==> src/rtl/sprite_dma.sv <==
// sprite_dma: Agnus sprite DMA sequencer driving the SPRxPOS/CTL/DATA/DATB register bus
module sprite_dma #(
  parameter logic [8:0] VBSTOP   = 9'h019,
  parameter logic [7:0] SLOTBASE = 8'h15
) (
  input  logic        clk,
  input  logic        reset,
  input  logic [8:0]  hpos,
  input  logic [8:0]  vpos,
  input  logic        dmaen,
  input  logic [8:1]  regaddress_in,
  input  logic        reg_wr,
  input  logic [15:0] reg_data_in,
  input  logic [15:0] chip_data,
  output logic        dma,
  output logic [20:1] address_out,
  output logic [8:1]  regaddress_out
);
  typedef enum logic [1:0] {IDLE, FETCHCTL, WAITSTART, ACTIVE} state_t;
  state_t      state    [8];
  state_t      state_nx [8];
  logic [20:1] ptr      [8];
  logic [8:0]  vstart   [8];
  logic [8:0]  vstop    [8];
  logic [7:0]  pos_zero;
  logic [7:0]  rel;
  logic [2:0]  sp;
  logic [1:0]  rsel;
  logic        slot_b;
  logic        in_slot;
  logic        fetch;
  logic        ptr_wr;
  logic        pos_wr;
  logic [2:0]  ptr_n;
  logic [2:0]  pos_n;
  logic        unused_bits;
  assign rel            = hpos[8:1] - SLOTBASE;
  assign sp             = rel[4:2];
  assign slot_b         = rel[1];
  assign in_slot        = !hpos[0] && rel[7:5] == 3'd0 && !rel[0];
  assign fetch          = in_slot && dmaen && (state[sp] == FETCHCTL || state[sp] == ACTIVE);
  assign rsel           = state[sp] == FETCHCTL ? {1'b0, slot_b} : {1'b1, !slot_b};
  assign dma            = fetch;
  assign address_out    = fetch ? ptr[sp] : '0;
  assign regaddress_out = fetch ? {3'b101, sp, rsel} : 8'hFF;
  assign ptr_wr         = reg_wr && regaddress_in[8:5] == 4'b1001;
  assign ptr_n          = regaddress_in[4:2];
  assign pos_wr         = reg_wr && regaddress_in[8:6] == 3'b101;
  assign pos_n          = regaddress_in[5:3];
  assign unused_bits    = reg_data_in[0];
  // next state per sprite: frame restart, line-start checks, end of the control fetch
  always_comb begin
    for (int i = 0; i < 8; i++) begin
      state_nx[i] = state[i];
      if (hpos == 9'd0)
        state_nx[i] = vpos == VBSTOP ? FETCHCTL
                    : state[i] == WAITSTART ? (vpos == vstop[i] ? FETCHCTL : vpos == vstart[i] ? ACTIVE : WAITSTART)
                    : (state[i] == ACTIVE && vpos == vstop[i]) ? FETCHCTL : state[i];
      else if (fetch && sp == 3'(i) && rsel == 2'b01)
        state_nx[i] = (pos_zero[i] && chip_data == 16'h0) ? IDLE : WAITSTART;
    end
  end
  // sprite state registers
  always_ff @(posedge clk) begin
    for (int i = 0; i < 8; i++)
      state[i] <= reset ? IDLE : state_nx[i];
  end
  // pointers and vertical limits; a CPU pointer write cancels a same-cycle increment
  always_ff @(posedge clk) begin
    if (reset) begin
      for (int i = 0; i < 8; i++) begin
        ptr[i]    <= '0;
        vstart[i] <= '0;
        vstop[i]  <= '0;
      end
      pos_zero <= '0;
    end else begin
      if (fetch && !(ptr_wr && ptr_n == sp))
        ptr[sp] <= ptr[sp] + 20'd1;
      if (fetch && rsel == 2'b00) begin
        vstart[sp][7:0] <= chip_data[15:8];
        pos_zero[sp]    <= chip_data == 16'h0;
      end
      if (fetch && rsel == 2'b01) begin
        vstop[sp][7:0] <= chip_data[15:8];
        vstart[sp][8]  <= chip_data[2];
        vstop[sp][8]   <= chip_data[1];
      end
      if (ptr_wr && !regaddress_in[1])
        ptr[ptr_n][20:16] <= reg_data_in[4:0];
      if (ptr_wr && regaddress_in[1])
        ptr[ptr_n][15:1] <= reg_data_in[15:1];
      if (pos_wr && regaddress_in[2:1] == 2'b00)
        vstart[pos_n][7:0] <= reg_data_in[15:8];
      if (pos_wr && regaddress_in[2:1] == 2'b01) begin
        vstop[pos_n][7:0] <= reg_data_in[15:8];
        vstart[pos_n][8]  <= reg_data_in[2];
        vstop[pos_n][8]   <= reg_data_in[1];
      end
    end
  end
endmodule

==> config.mk <==
export PLATFORM = sky130hd
export DESIGN_NAME = sprite_dma
export DESIGN_NICKNAME = d
export VERILOG_FILES = /design/src/rtl/sprite_dma.sv
export SDC_FILE = /design/constraint.sdc
export NUM_CORES = 1
export LEC_CHECK = 0
export BUFFER_PORTS_ARGS = -buffer_cell sky130_fd_sc_hd__buf_2
export CORE_AREA = 2 2 267 190
export CTS_CLUSTER_SIZE = 20
export DETAILED_ROUTE_END_ITERATION = 8
export DIE_AREA = 0 0 269 192
export PLACE_DENSITY = 0.61
export SYNTH_ARGS = -nofsm -noshare
export SYNTH_HDL_FRONTEND = slang
export SYNTH_SLANG_ARGS = --single-unit
==> constraint.sdc <==
create_clock -name clk -period 11.55 [get_ports clk]
set_input_delay 1.7325 -clock clk [delete_from_list [all_inputs] [get_ports clk]]
set_output_delay 1.7325 -clock clk [all_outputs]
set_load 0.03 [all_outputs]
==> results.yml, run 1 <==
sta:
  hold_viol: 0
  totalNegativeSetupSlack_ps: 0
  clock.fmax_ghz: 0.119
  layout_worst_path_cycle_share_pct: 72.5
  report.final.setup_viol: 0
  timing.final.crit_period_ps: 8380
  slew_headroom_pct: 16.0
  rsz0062_at_grt: "no"
  timing.final.max_slew_violations: 0
  transition_at_the_pin_with_the_smallest_max_transition_slack_ps: 1250
  clock_skew_ps: 30.9
cts:
  post_cts_resize_count: 0
  cts-htree-levels: 2
  cts_hold_repair.buffers: 0
  clk-insertion-delay-late_ps: 570
  cts.sink_count: 328
  cts_tree: "yes"
  clk_root_buffer_cell: "sky130_fd_sc_hd__clkbuf_16"
  path_clk_slew_ps: 60
  setup_bufs_post_cts: 0
  clk_path_buf_depth: 3
  cts_buffers: 37
layout:
  multiInputGateArea_um2: 8950
  sequential_cell_area_um2: 9610
  final_core_utilization_pct: 43.6
  postLayoutCellArea_um2: 21300
  num-fill-cells: 4608
  final-instance-count-excl-fill: 2515
  final_nets: 1887
  drive_gt1_share_pct: 12.3
  syn_to_final_growth_pct: 9.79
global_routing:
  grt_antenna_before_repair: 6
  first_pass_grt_wire_length_um: 104000
  grt_pass1_vias: 15000
  maximum_number_of_pins_on_one_net_before_global_route_repair: 65
  gr-total-overflow: 0
  global_route.usage.total_pct: 27.8
critical_path:
  cp_slowest_cell: "sky130_fd_sc_hd__xnor2_1"
  timing.critical_path.slowest_cell_delay_ps: 730
  worstRegToRegCells: 6
  worst_ep_arrival_time_ps: 6650
  crit_path_max_fanout: 32
  critical_path.endpoint_type: "output port"
  critical_path_required_ps: 9820
  crit_start: "hpos[1]"
  critical_path_most_common_cell: "sky130_fd_sc_hd__buf_2"
  path_class: "input pin to output port"
  worstPathCellList: "buf_2 -> inv_1 -> ha_1 -> nor2b_1 -> nor2_1 -> xnor2_1 -> o221ai_1 -> o221ai_2 -> nand2_1 -> inv_2 -> nand2b_1 -> buf_2"
  r2r_slack_ps: 7110
  regToRegStartpoint: "state[2][0]"
  startpoint_type: "input pin"
detailed_routing:
  ant_nets: 0
  routedWlPerCell_um: 28.8
  initialDrtViolationCount: 2248
  routed_wl_um: 72400
  viasPerCell: 6.49
  drt_first_pass_iters: 5
  routed_vias: 16300
  drc: 0
min_path:
  min_delay_path_depth: 2
  worst_hold_startpoint: "pos_zero[3]"
  worstHoldPathType: "flip-flop to flip-flop"
outcome:
  status: "finished, final reports clean"
floorplanning:
  dieArea_um2: 51600
  row_count: 68
  dieWidth_um: 269
  initial_utilization_pct: 39.7
  floorplan.core_area_um2: 48900
  fp.dieH_um: 192
  boundaryPins: 91
placement:
  dp.cells: 2447
  place.gp.congestion: 0.988
  detailedPlacementHpwl_um: 47500
  place_area_um2: 20200
  buffer_ports.inserted: 88
yosys:
  count_of_flip_flops_with_a_built_in_enable_after_synthesis: 304
  post_synth_inst_count: 1835
  ys_seq_elements: 328
  synth.lib_cells_used.distinct: 89
  async_flop_share_pct: 0
  syn_area_per_cell_um2: 10.6
  postSynth.topFlopCell: "sky130_fd_sc_hd__edfxtp_1"
  synth_area_um2: 19400
  synth_warnings: 0
  share_of_synthesized_area_occupied_by_flip_flops_and_latches_pct: 49.4
pwr:
  p_total_w: 0.00293
  vdd_drop_max_mv: 0.0906
  cellLeakagePower_nw: 7.32
  power.density_cell_area_nw_per_um2: 137
job:
  max-cap-violations: 0
-- cell usage after synthesis (all sizes together) (24+ instances only) --
library cell / count / share of area (%)
a21oi: 35 / 0.90
a22o: 167 / 7.5
buf: 54 / 1.9
clkbuf: 123 / 2.4
dfxtp: 24 / 2.5
edfxtp: 304 / 47
mux2i: 56 / 2.9
nand2: 222 / 4.3
nand3: 33 / 0.88
nor2: 131 / 2.5
nor4: 25 / 0.88
o21ai: 84 / 2.2
o31ai: 90 / 3.5
or3: 31 / 1.0
xnor2: 123 / 5.9
xor2: 48 / 2.2
-- report_power, final --
part	switching, W	internal (W)	leakage [nW]
registers	0.0000272	0.00134	3.21
clock network	0.000509	0.000657	0.571
logic	0.000282	0.000113	3.54
total	0.000819	0.00211	7.32
-- layout make-up --
| cell class | count | share of cell area, % |
|---|---|---|
| Inverter | 18 | 0.317 |
| Clock buffer | 50 | 4.86 |
| Antenna cell | 3 | 0.0352 |
| Multi-Input combinational cell | 1313 | 42.0 |
| Clock inverter | 15 | 0.586 |
| Sequential cell | 328 | 45.0 |
| Tap cell | 665 | 3.90 |
| Timing Repair Buffer | 123 | 3.31 |
-- worst paths after layout --
| path | end |
|---|---|
| worst min-delay path | pos_zero[3] |
| worst max register to register | ptr[5][0] |
| worst max-delay path | regaddress_out[3] |
| worst min register to register | pos_zero[3] |
-- logic make-up (layout without fill, tap and decap cells) --
family / after synthesis / after routing / share of synthesized area, %
fa+ha+maj: 4 / 4 / 0.258
buf+inv: 195 / 206 / 4.60
other cells: 1 / 5 / 0.0193
mux: 77 / 77 / 4.51
flops: 328 / 328 / 49.4
compound gates: 489 / 489 / 18.9
xor+xnor: 171 / 171 / 8.11
simple gates: 570 / 570 / 14.1
-- layer usage --
layer	up-vias	GRT usage (%)	wire (um)
met5	-	0	36
met3	144	8.76	10700
li1	6918	-	-
met2	1178	38.4	29300
met4	6	7.54	1870
met1	8069	41.4	30600
-- layout by cell type (no fill, tap or decap), types with 36 or more instances in the layout --
cell type and n:
sky130_fd_sc_hd__mux2i_1 56, sky130_fd_sc_hd__o31ai_1 89, sky130_fd_sc_hd__nand2_1 221, sky130_fd_sc_hd__o21ai_0 79, sky130_fd_sc_hd__xnor2_1 117, sky130_fd_sc_hd__clkbuf_16 39
sky130_fd_sc_hd__edfxtp_1 304, sky130_fd_sc_hd__buf_2 87, sky130_fd_sc_hd__buf_4 36, sky130_fd_sc_hd__xor2_1 48, sky130_fd_sc_hd__nor2_1 128, sky130_fd_sc_hd__a22o_1 167
-- through the flow --
stage                     setup WS (ps)  hold WS (ps)
after floorplan                    5200           432
after global placement             3610           440
after detailed placement           3480           448
after CTS                          3470           458
after global routing               3060           488
final                              3170           464
-- worst max-delay path: cells and delay by family --
family | cells | cell delay (ps)
xor gates and xnor gates | 1 | 730
buffers and inverters | 4 | 1090
adders and majority gates | 1 | 580
AOI/OAI and AO/OA | 2 | 870
and+or+nand+nor | 4 | 1620
-- registers in the layout (all words and copies together) (netlist names) --
register,count
ptr,160
vstart,72
vstop,72
state,16
pos_zero,8
(Power assumes the default switching activity.)
==> run 2: changes to the inputs <==
Clock period 11.55 ns to 8.43 ns, I/O delays scaled along.
==> run 2 against run 1 <==
Effect of this change:
- critical path depth is the same
- power up 37%
- combinational power rose by 46%
- sequential share of layout area rose by 0.21 points
==> results.yml, run 2 (same netlist as run 1, synthesis figures left out) <==
global_routing:
  grt_antenna_before_repair: 1
  gr-total-overflow: 0
  grt_pass1_vias: 14600
  first_pass_grt_wire_length_um: 103000
  maximum_number_of_pins_on_one_net_before_global_route_repair: 63
  global_route.usage.total_pct: 28.2
pwr:
  seq_power_share_pct: 46.9
  cellLeakagePower_nw: 7.25
  power.density_cell_area_nw_per_um2: 189
  netSwitchingPower_w: 0.00115
  vdd_drop_max_mv: 0.112
  switching_fraction_of_total_power_pct: 28.6
  power.share.combinational_pct: 14.4
  power_report.internal_total_w: 0.00287
  clock_power_share_pct: 38.7
  p_total_w: 0.00401
detailed_routing:
  initialDrtViolationCount: 2837
  routedWlPerCell_um: 29.5
  ant_nets: 0
  drc: 0
  viasPerCell: 6.56
  drt_first_pass_iters: 7
  routed_vias: 16400
  routed_wl_um: 74000
floorplanning:
  row_count: 68
  floorplan.core_area_um2: 48900
  dieArea_um2: 51600
  boundaryPins: 91
  initial_utilization_pct: 39.7
  dieWidth_um: 269
  fp.dieH_um: 192
critical_path:
  critical_path_required_ps: 7170
  startpoint_type: "input pin"
  path_class: "input pin to output port"
  r2r_slack_ps: 4420
  cp_slowest_cell: "sky130_fd_sc_hd__nor3b_2"
  worst_ep_arrival_time_ps: 5280
  critical_path.endpoint_type: "output port"
  crit_path_max_fanout: 32
  timing.critical_path.slowest_cell_delay_ps: 1040
  worstPathCellList: "buf_2 -> inv_1 -> ha_1 -> nor3b_2 -> nor2_1 -> o221ai_1 -> a21o_1 -> o221ai_2 -> a21boi_0 -> ha_1 -> nand2_1 -> buf_2"
sta:
  clock_skew_ps: 18.7
  slew_headroom_pct: 6.93
  rsz0062_at_grt: "no"
  hold_viol: 0
  clock.fmax_ghz: 0.153
  final_critical_path_setup_slack_ps: 1890
  transition_at_the_pin_with_the_smallest_max_transition_slack_ps: 1390
  totalNegativeSetupSlack_ps: 0
  timing.final.crit_period_ps: 6540
  layout_worst_path_cycle_share_pct: 77.6
  timing.final.max_slew_violations: 0
  report.final.setup_viol: 0
cts:
  path_clk_slew_ps: 60
  cts-htree-levels: 2
  cts_hold_repair.buffers: 0
  cts.sink_count: 328
  cts_tree: "yes"
  clk_path_buf_depth: 3
  setup_bufs_post_cts: 0
  cts_buffers: 37
  clk-insertion-delay-late_ps: 560
  post_cts_resize_count: 0
  clk_root_buffer_cell: "sky130_fd_sc_hd__clkbuf_16"
layout:
  drive_gt1_share_pct: 11.8
  final_core_utilization_pct: 43.4
  num-fill-cells: 4585
  largest_register_ff_count: 160
  layout_commonest_cell: "sky130_fd_sc_hd__edfxtp_1"
  registers_with_the_most_flip_flops: "ptr (160), vstart (72), vstop (72)"
  syn_to_final_growth_pct: 9.27
  max_flop_register: "ptr"
  final_nets: 1880
  layout.cells.most_common_list: "sky130_fd_sc_hd__edfxtp_1 (304), sky130_fd_sc_hd__nand2_1 (221), sky130_fd_sc_hd__a22o_1 (167)"
placement:
  buffer_ports.inserted: 88
  place.gp.congestion: 1.08
  detailedPlacementHpwl_um: 49000
  place_ws_ps: 1960
outcome:
  status: "finished, final reports clean"
job:
  max-cap-violations: 0
min_path:
  worstHoldPathType: "flip-flop to flip-flop"
[run 2: cell types whose count changed in the layout (fill, tap and decap cells not counted)]
cell and change:
sky130_fd_sc_hd__clkinvlp_4 +2, sky130_fd_sc_hd__clkbuf_8 -1, sky130_fd_sc_hd__a2111oi_1 -1, sky130_fd_sc_hd__a2111oi_0 +1
sky130_fd_sc_hd__inv_16 -1, sky130_fd_sc_hd__clkinv_1 +2, sky130_fd_sc_hd__clkbuf_1 +1, sky130_fd_sc_hd__clkbuf_16 -1
sky130_fd_sc_hd__buf_4 -7, sky130_fd_sc_hd__diode_2 -1, sky130_fd_sc_hd__inv_8 -1
[run 2: layout make-up]
cell class | count | area [um2] | share of cell area, %
diodes | 2 | 5.00 | 0.0236
clock buffers | 49 | 1000 | 4.72
clock inverters | 17 | 116 | 0.548
inverters | 18 | 67.6 | 0.318
multi-input cells | 1313 | 8950 | 42.1
flip-flops and latches | 328 | 9610 | 45.3
well taps | 665 | 832 | 3.92
repair buffers | 116 | 653 | 3.08
[run 2: path summary, 6_finish.rpt]
path / from / endpoint / cells after the start
max: hpos[1] / regaddress_out[1] / 12
min: pos_zero[5] / pos_zero[5] / 2
max reg2reg: ptr[6][11] / ptr[0][19] / 10
min reg2reg: pos_zero[5] / pos_zero[5] / 2
[run 2: power groups by stage]
stage	Sequential [W]	Combinational [W]	Clock (W)
2_1_floorplan	0.00189	0.000339	0
3_3_place_gp	0.00191	0.000540	0
3_5_place_dp	0.00191	0.000542	0
4_1_cts	0.00188	0.000544	0.00155
5_1_grt	0.00189	0.000587	0.00161
6_report	0.00188	0.000577	0.00155
[run 2: through the flow]
step                hold WS [ps]  cells  area (um2)
global route                 496   2507       21200
CTS                          459   2506       21200
floorplan                    432   1836       19400
global placement             439   2440       20100
finish                       462   2508       21200
detailed placement           451   2440       20100
[run 2: layer usage]
metal  vias to the layer above  GRT usage [%]  wire length, um  share of wire [%]
met3                       178           11.8            12100                 16
li1                       6895              -                -                  -
met5                         -           2.32              160               0.22
met2                      1272           37.0            28500                 38
met4                         4           7.69             2170                2.9
met1                      8099           41.4            31100                 42
[run 2: critical path: cells and delay by family]
family          cells  cell delay, ps
buf+inv             3             470
fa+ha+maj           2            1150
simple gates        3            1380
compound gates      4             990
==> run 3: changes to the inputs <==
Settings changed: PLACE_DENSITY 0.61 to 0.63.
Clock period 8.43 ns to 5.8 ns, I/O delays scaled along.
==> run 3 against run 2 <==
Effect of this change:
- clock power grew 57%
- combinational power is 36% higher
- final area grew 2.2%
- critical endpoint is now regaddress_out[3]
- non-clock buffer count rose by 42
- sequential power grew 45%
- critical path type unchanged
- cell count is 1.8% higher
- sequential share of layout area down 0.99 points
==> results.yml, run 3 (same netlist as run 1, synthesis figures left out) <==
layout:
  layout.cells.most_common_list: "sky130_fd_sc_hd__edfxtp_1 (304), sky130_fd_sc_hd__nand2_1 (221), sky130_fd_sc_hd__a22o_1 (167)"
  num-fill-cells: 4508
  drive_gt1_share_pct: 14.0
  sequential_cell_area_um2: 9610
  multiInputGateArea_um2: 8950
  final-instance-count-excl-fill: 2553
  largest_register_ff_count: 160
  syn_to_final_growth_pct: 11.7
  final_nets: 1921
  layout_commonest_cell: "sky130_fd_sc_hd__edfxtp_1"
  registers_with_the_most_flip_flops: "ptr (160), vstart (72), vstop (72)"
  max_flop_register: "ptr"
cts:
  cts_tree: "yes"
  post_cts_resize_count: 0
  cts-htree-levels: 2
  clk-insertion-delay-late_ps: 550
  setup_bufs_post_cts: 0
  path_clk_slew_ps: 60
  cts_hold_repair.buffers: 0
  cts.sink_count: 328
  clk_path_buf_depth: 3
  cts_buffers: 36
  clk_root_buffer_cell: "sky130_fd_sc_hd__clkbuf_16"
detailed_routing:
  met2WireLength_um: 29500
  ant_nets: 0
  met3_length_um: 10300
  initialDrtViolationCount: 2554
  viasPerCell: 6.42
  top_layer: "met4"
  drc: 0
  routed_wl_um: 72100
  routedWlPerCell_um: 28.3
  total_routed_wire_length_on_the_met1_layer_um: 29900
  drt_first_pass_iters: 6
  routed_vias: 16400
critical_path:
  timing.critical_path.slowest_cell_delay_ps: 450
  critical_path_most_common_cell: "sky130_fd_sc_hd__buf_2"
  critical_path.top_delay_family: "simple AND/OR/NAND/NOR gates"
  r2r-end: "ptr[5][19]"
  critical_path_cell_count: 13
  r2r_slack_ps: 2030
  worst_setup_ep: "regaddress_out[3]"
  worstRegToRegCells: 10
  worst_ep_arrival_time_ps: 4210
  cp_slowest_cell: "sky130_fd_sc_hd__nor2b_1"
  crit_start: "hpos[1]"
  critical_path_required_ps: 4930
  worst-path-buf-inv: 5
  crit_path_max_fanout: 12
  startpoint_type: "input pin"
  path_class: "input pin to output port"
  worstPathCellList: "buf_2 -> inv_1 -> ha_1 -> nor2b_1 -> nor2_1 -> xnor2_1 -> o221ai_1 -> o221ai_2 -> nand2_1 -> inv_2 -> buf_4 -> nand2b_1 -> buf_2"
  regToRegStartpoint: "ptr[6][3]"
  critical_path.endpoint_type: "output port"
sta:
  rsz0062_at_grt: "no"
  layout_worst_path_cycle_share_pct: 87.5
  timing.final.max_slew_violations: 0
  hold_viol: 0
  report.final.setup_viol: 0
  timing.final.crit_period_ps: 5080
  clock.fmax_ghz: 0.197
  slew_headroom_pct: 11.8
  totalNegativeSetupSlack_ps: 0
  clock_skew_ps: 21.1
  transition_at_the_pin_with_the_smallest_max_transition_slack_ps: 1320
global_routing:
  first_pass_grt_wire_length_um: 103000
  global_route.usage.total_pct: 27.5
  maximum_number_of_pins_on_one_net_before_global_route_repair: 48
  gr-total-overflow: 0
  grt_antenna_before_repair: 6
  grt_pass1_vias: 15100
pwr:
  switching_fraction_of_total_power_pct: 26.9
  power.density_cell_area_nw_per_um2: 273
  cellLeakagePower_nw: 7.51
  seq_power_share_pct: 45.8
  netSwitchingPower_w: 0.00160
  vdd_drop_max_mv: 0.175
  clock_power_share_pct: 41.0
  power.share.combinational_pct: 13.2
  power_report.internal_total_w: 0.00434
floorplanning:
  dieWidth_um: 269
  row_count: 68
  fp.dieH_um: 192
  dieArea_um2: 51600
  boundaryPins: 91
  floorplan.core_area_um2: 48900
  initial_utilization_pct: 39.7
min_path:
  worstHoldPathType: "flip-flop to flip-flop"
job:
  max-cap-violations: 0
placement:
  buffer_ports.inserted: 88
  detailedPlacementHpwl_um: 47100
  place.gp.congestion: 0.981
  dp.cells: 2482
outcome:
  status: "finished, final reports clean"
## run 3: changes by cell type in the layout (fill, tap and decap cells not counted), sizes merged
cell / change
diode: +3
buf: +42
clkbuf: -5
clkinvlp: +1
bufinv: +4
## run 3: area by class of cell
class / count / area share (%)
timing repair buffer: 158 / 4.69
antenna: 5 / 0.0576
tap: 665 / 3.83
multi-input combinational: 1313 / 41.2
clock inverter: 22 / 1.14
sequential: 328 / 44.3
clock buffer: 44 / 4.48
inverter: 18 / 0.311
## run 3: worst min path at each step
| stage | startpoint | to | cells past startpoint |
|---|---|---|---|
| 3_5_place_dp | pos_zero[1] | pos_zero[1] | 2 |
| 5_1_grt | pos_zero[5] | pos_zero[5] | 2 |
| 6_report | pos_zero[1] | pos_zero[1] | 2 |
| 2_1_floorplan | pos_zero[1] | pos_zero[1] | 2 |
| 4_1_cts | pos_zero[1] | pos_zero[1] | 2 |
| 3_3_place_gp | pos_zero[5] | pos_zero[5] | 2 |
## run 3: power groups by stage
stage / logic [W] / clock network (W) / registers, W
after floorplan: 0.000493 / 0 / 0.00275
after global placement: 0.000753 / 0 / 0.00276
after detailed placement: 0.000757 / 0 / 0.00277
after CTS: 0.000761 / 0.00243 / 0.00272
after global routing: 0.000818 / 0.00252 / 0.00273
final: 0.000785 / 0.00243 / 0.00272
## run 3: through the flow
stage | power [W] | hold WS [ps] | cell area [um2] | util (%) | setup WS, ps
after global placement | 0.00352 | 442 | 20500 | 41.9 | 351
after CTS | 0.00591 | 460 | 21700 | 44.4 | 827
after global routing | 0.00607 | 484 | 21700 | 44.4 | 556
final | 0.00594 | 461 | 21700 | 44.4 | 724
after floorplan | 0.00324 | 432 | 19400 | - | 1170
after detailed placement | 0.00352 | 453 | 20500 | 41.9 | 406
## run 3: worst reg2reg max path, cell delays in order, from the launching register on
cell and delay, ps:
sky130_fd_sc_hd__edfxtp_1 450, sky130_fd_sc_hd__mux2i_1 120, sky130_fd_sc_hd__a22oi_1 160, sky130_fd_sc_hd__o221ai_1 140, sky130_fd_sc_hd__nor4_1 450, sky130_fd_sc_hd__o2111ai_1 320
sky130_fd_sc_hd__nor3_2 400, sky130_fd_sc_hd__and4_1 550, sky130_fd_sc_hd__nand3_1 220, sky130_fd_sc_hd__xor2_1 570, sky130_fd_sc_hd__a22o_1 230
## run 3: layer usage
metal,track usage [%],up-vias
met4,10.5,0
met1,40.1,7945
met5,0,-
met3,7.67,187
met2,38.4,1281
li1,-,6968
